===== src/rtl/loader_pkg.sv =====
// rtl/loader_pkg.sv - shared widths and state encoding for the instruction loader
package loader_pkg;

    // Defaults shared with IF (PC width) and InstrROM (word width).
    localparam int IMEM_ADDR_W  = 8;
    localparam int IMEM_INSTR_W = 9;
    localparam int IMEM_LEN_W   = IMEM_ADDR_W + 1;

    typedef enum logic [1:0] {
        IDLE   = 2'd0,
        LOAD   = 2'd1,
        VERIFY = 2'd2,
        LAUNCH = 2'd3
    } loader_state_e;

endpackage


===== src/rtl/loader_cksum.sv =====
// rtl/loader_cksum.sv - modulo-2^W running sum accumulator
//
// Ports:
//   clk      clock
//   reset_n  synchronous active-low reset, clears sum
//   clear    clears sum (priority over add_en)
//   add_en   adds din into sum this edge
//   din      addend
//   sum      registered running sum, wraps modulo 2^W
module loader_cksum #(
    parameter int W = 9
) (
    input  logic         clk,
    input  logic         reset_n,
    input  logic         clear,
    input  logic         add_en,
    input  logic [W-1:0] din,
    output logic [W-1:0] sum
);

    always_ff @(posedge clk) begin
        if (!reset_n) begin
            sum <= '0;
        end else if (clear) begin
            sum <= '0;
        end else if (add_en) begin
            sum <= sum + din;
        end
    end

endmodule


===== src/rtl/instr_loader.sv =====
// rtl/instr_loader.sv - streams words into instruction RAM, verifies by read-back sum, launches fetch
//
// Ports:
//   CLK, reset_n                       clock, synchronous active-low reset
//   load_req, load_base, load_len      load request with base address and word count (IDLE only)
//   in_valid, in_data, in_ready        input word stream
//   wr_en, wr_addr, wr_data            instruction RAM write port
//   rd_addr, rd_data                   instruction RAM async read port
//   start, start_address               one-cycle launch pulse and held launch address to IF
//   busy, done, error                  status: in progress, sticky success, sticky failure
module instr_loader
    import loader_pkg::*;
#(
    parameter int ADDR_W  = IMEM_ADDR_W,
    parameter int INSTR_W = IMEM_INSTR_W,
    parameter int LEN_W   = ADDR_W + 1
) (
    input  logic               CLK,
    input  logic               reset_n,
    input  logic               load_req,
    input  logic [ADDR_W-1:0]  load_base,
    input  logic [LEN_W-1:0]   load_len,
    input  logic               in_valid,
    input  logic [INSTR_W-1:0] in_data,
    output logic               in_ready,
    output logic               wr_en,
    output logic [ADDR_W-1:0]  wr_addr,
    output logic [INSTR_W-1:0] wr_data,
    output logic [ADDR_W-1:0]  rd_addr,
    input  logic [INSTR_W-1:0] rd_data,
    output logic               start,
    output logic [ADDR_W-1:0]  start_address,
    output logic               busy,
    output logic               done,
    output logic               error
);

    loader_state_e      state;
    logic [ADDR_W-1:0]  base;
    logic [LEN_W-1:0]   len;
    logic [LEN_W-1:0]   idx;
    logic [INSTR_W-1:0] write_sum;
    logic [INSTR_W-1:0] verify_sum;
    logic [INSTR_W-1:0] verify_sum_next;
    logic               handshake;
    logic               load_accept;
    logic               last_idx;
    logic [ADDR_W-1:0]  cur_addr;

    assign in_ready    = (state == LOAD);
    assign handshake   = in_valid && in_ready;
    assign load_accept = (state == IDLE) && load_req;
    assign last_idx    = (idx == len - LEN_W'(1));
    // Truncation gives the modulo-2^ADDR_W wrap of the write/read window.
    assign cur_addr    = base + idx[ADDR_W-1:0];

    assign wr_en   = handshake;
    assign wr_addr = cur_addr;
    assign wr_data = handshake ? in_data : '0;
    assign rd_addr = (state == VERIFY) ? cur_addr : '0;

    // The final verify edge must include the word being read this cycle,
    // so the comparison uses the sum as it will be after this add.
    assign verify_sum_next = verify_sum + rd_data;

    loader_cksum #(.W(INSTR_W)) u_write_sum (
        .clk     (CLK),
        .reset_n (reset_n),
        .clear   (load_accept),
        .add_en  (handshake),
        .din     (in_data),
        .sum     (write_sum)
    );

    loader_cksum #(.W(INSTR_W)) u_verify_sum (
        .clk     (CLK),
        .reset_n (reset_n),
        .clear   (load_accept),
        .add_en  (state == VERIFY),
        .din     (rd_data),
        .sum     (verify_sum)
    );

    always_ff @(posedge CLK) begin
        if (!reset_n) begin
            state         <= IDLE;
            base          <= '0;
            len           <= '0;
            idx           <= '0;
            start         <= 1'b0;
            start_address <= '0;
            busy          <= 1'b0;
            done          <= 1'b0;
            error         <= 1'b0;
        end else begin
            case (state)
                IDLE: begin
                    if (load_req) begin
                        base  <= load_base;
                        len   <= load_len;
                        idx   <= '0;
                        done  <= 1'b0;
                        if (load_len == '0) begin
                            error <= 1'b1;
                        end else begin
                            error <= 1'b0;
                            busy  <= 1'b1;
                            state <= LOAD;
                        end
                    end
                end
                LOAD: begin
                    if (handshake) begin
                        if (last_idx) begin
                            idx   <= '0;
                            state <= VERIFY;
                        end else begin
                            idx <= idx + LEN_W'(1);
                        end
                    end
                end
                VERIFY: begin
                    if (last_idx) begin
                        idx <= '0;
                        if (verify_sum_next == write_sum) begin
                            start         <= 1'b1;
                            start_address <= base;
                            done          <= 1'b1;
                            state         <= LAUNCH;
                        end else begin
                            error <= 1'b1;
                            busy  <= 1'b0;
                            state <= IDLE;
                        end
                    end else begin
                        idx <= idx + LEN_W'(1);
                    end
                end
                LAUNCH: begin
                    start <= 1'b0;
                    busy  <= 1'b0;
                    state <= IDLE;
                end
                default: begin
                    state <= IDLE;
                end
            endcase
        end
    end

endmodule


===== config.mk =====
export PLATFORM = sky130hd
export DESIGN_NAME = instr_loader
export DESIGN_NICKNAME = d
export VERILOG_FILES = /design/src/rtl/loader_pkg.sv /design/src/rtl/loader_cksum.sv /design/src/rtl/instr_loader.sv
export SDC_FILE = /design/constraint.sdc
export NUM_CORES = 1
export LEC_CHECK = 0
export ABC_AREA = 0
export CAP_MARGIN = 20
export CORE_ASPECT_RATIO = 1.2
export CORE_MARGIN = 5
export CORE_UTILIZATION = 55
export CTS_CLUSTER_DIAMETER = 150
export CTS_CLUSTER_SIZE = 25
export DETAILED_ROUTE_END_ITERATION = 10
export DONT_BUFFER_PORTS = 1
export PLACE_DENSITY_LB_ADDON = 0.15
export SLEW_MARGIN = 20
export SYNTH_ARGS = -nofsm -noshare
export SYNTH_HDL_FRONTEND = slang
export SYNTH_SLANG_ARGS = --single-unit

===== constraint.sdc =====
create_clock -name CLK -period 8.5 [get_ports CLK]
set_input_delay 2.55 -clock CLK [delete_from_list [all_inputs] [get_ports CLK]]
set_output_delay 2.55 -clock CLK [all_outputs]
set_load 0.02 [all_outputs]

==> results.ini <==
[power]
ir_drop_v = 0.000112
p_per_area_mw_per_mm2 = 230
seqPwrFrac = 0.363
p_int_mw = 0.559
p_leak_nw = 1.74
p_switching_mw = 0.411
clockPowerShare = 0.242
comb_power_share = 0.395
report.power.total_mw = 0.970
sw_frac_of_total = 0.424

[detailed_routing]
first_pass_iters = 4
wl_per_cell_um = 16.1
detail-route-antenna-nets = 0
vias = 3229
vias_per_cell = 5.75
wl_um = 9070
drc = 0
first_iter_violations = 103

[setup_path]
crit_path_max_fanout = 13
worstPathCellList = nand2_1 > clkinv_1
timing_worst_setup_path_type = input port to primary output
cp_data_arrival_time_ps = 3300
required_ps = 5950
crit_path_end_kind = primary output
slowest_delay_ps = 430
critical_path.slowest_cell = clkinv_1
cp_top_family = buffers and inverters
start_kind = input port
path_buf_inv = 1

[cts]
holdBufCountCts = 0
cts.root.buffer_cell = clkbuf_8
path_clk_slew_ps = 80
cts_buffers = 9
cts-htree-levels = 3
clock-sinks = 58
clk_latency_ps = 350
cts_setup_buffers = 0
cts_tree = yes
ctsResizeCount = 0
clk_path_buf_depth = 2

[hold_path]
hold_path_class = flop to flop

[global_route]
grt_antenna_before_repair = 0
grt_max_degree = 33
track_usage = 0.210
grt_first_pass_wirelength_um = 14800
grt_pass1_vias = 3131
overflow = 0

[floorplanning]
rows = 34
die_area_mm2 = 0.00910
die_y_um = 103
die_width_um = 87.9
io_pins = 78
start_util = 0.557
core_area_mm2 = 0.00719

[place]
dp_hpwl_um = 6920
placed_cell_area_mm2 = 0.00403
pre_cts_slack_ps = 2690
place_congestion = 0.771
port_buffers = 0
dp_cells = 546

[sta]
slew_headroom = 0.322
final-hold-violation-count = 0
period_share = 0.688
rsz0062_at_grt = false
finalSetupTns_ps = 0
fin_crit_ps = 5850
finClkSkew_ps = 9.35
setup-violations-final = 0
worst_pin_slew_ps = 1020
slew_violations = 0
fin_ws_ps = 2650
whs_ps = 481
max_freq_mhz = 171

[synth]
synthCells = 475
synth_top_flop_cell = dfxtp_1
avgSynthCellArea_um2 = 8.43
syn_area_mm2 = 0.00401
synth_nets = 546
ys_seq_elements = 58
synth_warnings = 0
synth.distinct_cells = 69
synth_edf_count = 0
async_reset_ff_frac = 0
yosysSeqAreaShare = 0.290

[finish]
syn_to_final_growth_pct = 5.09
fillers = 697
fin_cells = 562
post-route-cell-area_mm2 = 0.00421
diodes = 0
nNetsFinal = 538
drive_gt1_frac = 0.0826
final_util = 0.586

[run]
drv_cap = 0

[outcome]
outcome = completed

cell type report:
| type | count | area [um^2] | share of cell area |
|---|---|---|---|
| inverters | 26 | 97.6 | 0.0232 |
| flip-flops and latches | 58 | 1160 | 0.276 |
| clock buffers | 9 | 124 | 0.0294 |
| clock inverters | 7 | 55.1 | 0.0131 |
| well taps | 90 | 113 | 0.0267 |
| multi-input cells | 372 | 2660 | 0.632 |
power groups by stage:
| stage | logic, mW | clock network (mW) | registers, mW |
|---|---|---|---|
| floorplan | 0.333 | 0 | 0.343 |
| global placement | 0.377 | 0 | 0.357 |
| detailed placement | 0.383 | 0 | 0.358 |
| CTS | 0.385 | 0.242 | 0.352 |
| global route | 0.425 | 0.256 | 0.358 |
| finish | 0.383 | 0.235 | 0.352 |
flip-flops by register name (all words and copies together) (netlist names):
signal,flops
u_write_sum.sum,9
start_address,8
base,8
error,1
start,1
len,9
state,2
u_verify_sum.sum,9
busy,1
idx,9
done,1
cell usage after synthesis (9+ instances only):
library cell,count,share of area
dfxtp_1,58,0.29
nor2_1,41,0.038
o21ai_0,9,0.011
inv_1,23,0.022
and2_1,11,0.017
a21oi_1,47,0.059
and3_1,13,0.020
clkbuf_1,13,0.012
xnor2_1,22,0.048
nand2_1,60,0.056
nor2b_1,12,0.019
nor3_1,9,0.011
nand2b_1,9,0.014
mux2i_1,11,0.027
ha_1,29,0.091
metal layers:
layer,wire length [um],track usage,up-vias
li1,-,-,1635
met1,3680,0.237,1529
met2,4910,0.387,54
met3,330,0.0357,11
met4,155,0.0885,0
met5,0,0,-
cells in the final DEF, fill, tap and decap left out, drive strengths merged, types with 6 or more instances in the layout:
cell type | Yosys | routed
and3 | 13 | 13
clkbuf | 13 | 9
nor3 | 10 | 10
a21oi | 47 | 47
nor2 | 42 | 42
nand2b | 9 | 9
xnor2 | 22 | 22
nand3 | 6 | 6
nor2b | 12 | 12
o211ai | 8 | 8
ha | 29 | 29
nand2 | 60 | 60
and2 | 11 | 11
o21ai | 12 | 12
inv | 23 | 24
xor2 | 10 | 10
dfxtp | 58 | 58
clkinv | 3 | 7
a211oi | 6 | 6
mux2i | 11 | 11
path summary, 6_finish.rpt:
check | startpoint | end | slack (ps) | cells after the start
worst max-delay path | in_valid | wr_en | 2650 | 2
worst max register to register | u_verify_sum.sum[0]$_SDFFE_PP0P_ | start_address[1]$_SDFFE_PN0P_ | 5230 | 11
worst min register to register | base[3]$_SDFFE_PN0P_ | base[3]$_SDFFE_PN0P_ | 480 | 2
worst min-delay path | base[3]$_SDFFE_PN0P_ | base[3]$_SDFFE_PN0P_ | 480 | 2
cell families after synthesis:
family,count (synthesis),synth area share
compound gates,108,0.194
simple gates,183,0.234
mux,13,0.0331
xor+xnor,36,0.0962
buf+inv,45,0.0475
flops,58,0.290
fa+ha+maj,32,0.106
worst register-to-register path, stage by stage (launching register included):
cell and delay, ps:
dfxtp_1 340, ha_1 190, inv_1 60, fa_1 400
nand2b_1 210, a21oi_1 260, mux2_1 360, or4_1 500
nand4b_4 260, nor2_8 240, mux2i_1 240, nor2_1 60
Note: power is estimated with default switching activity, not from simulation.
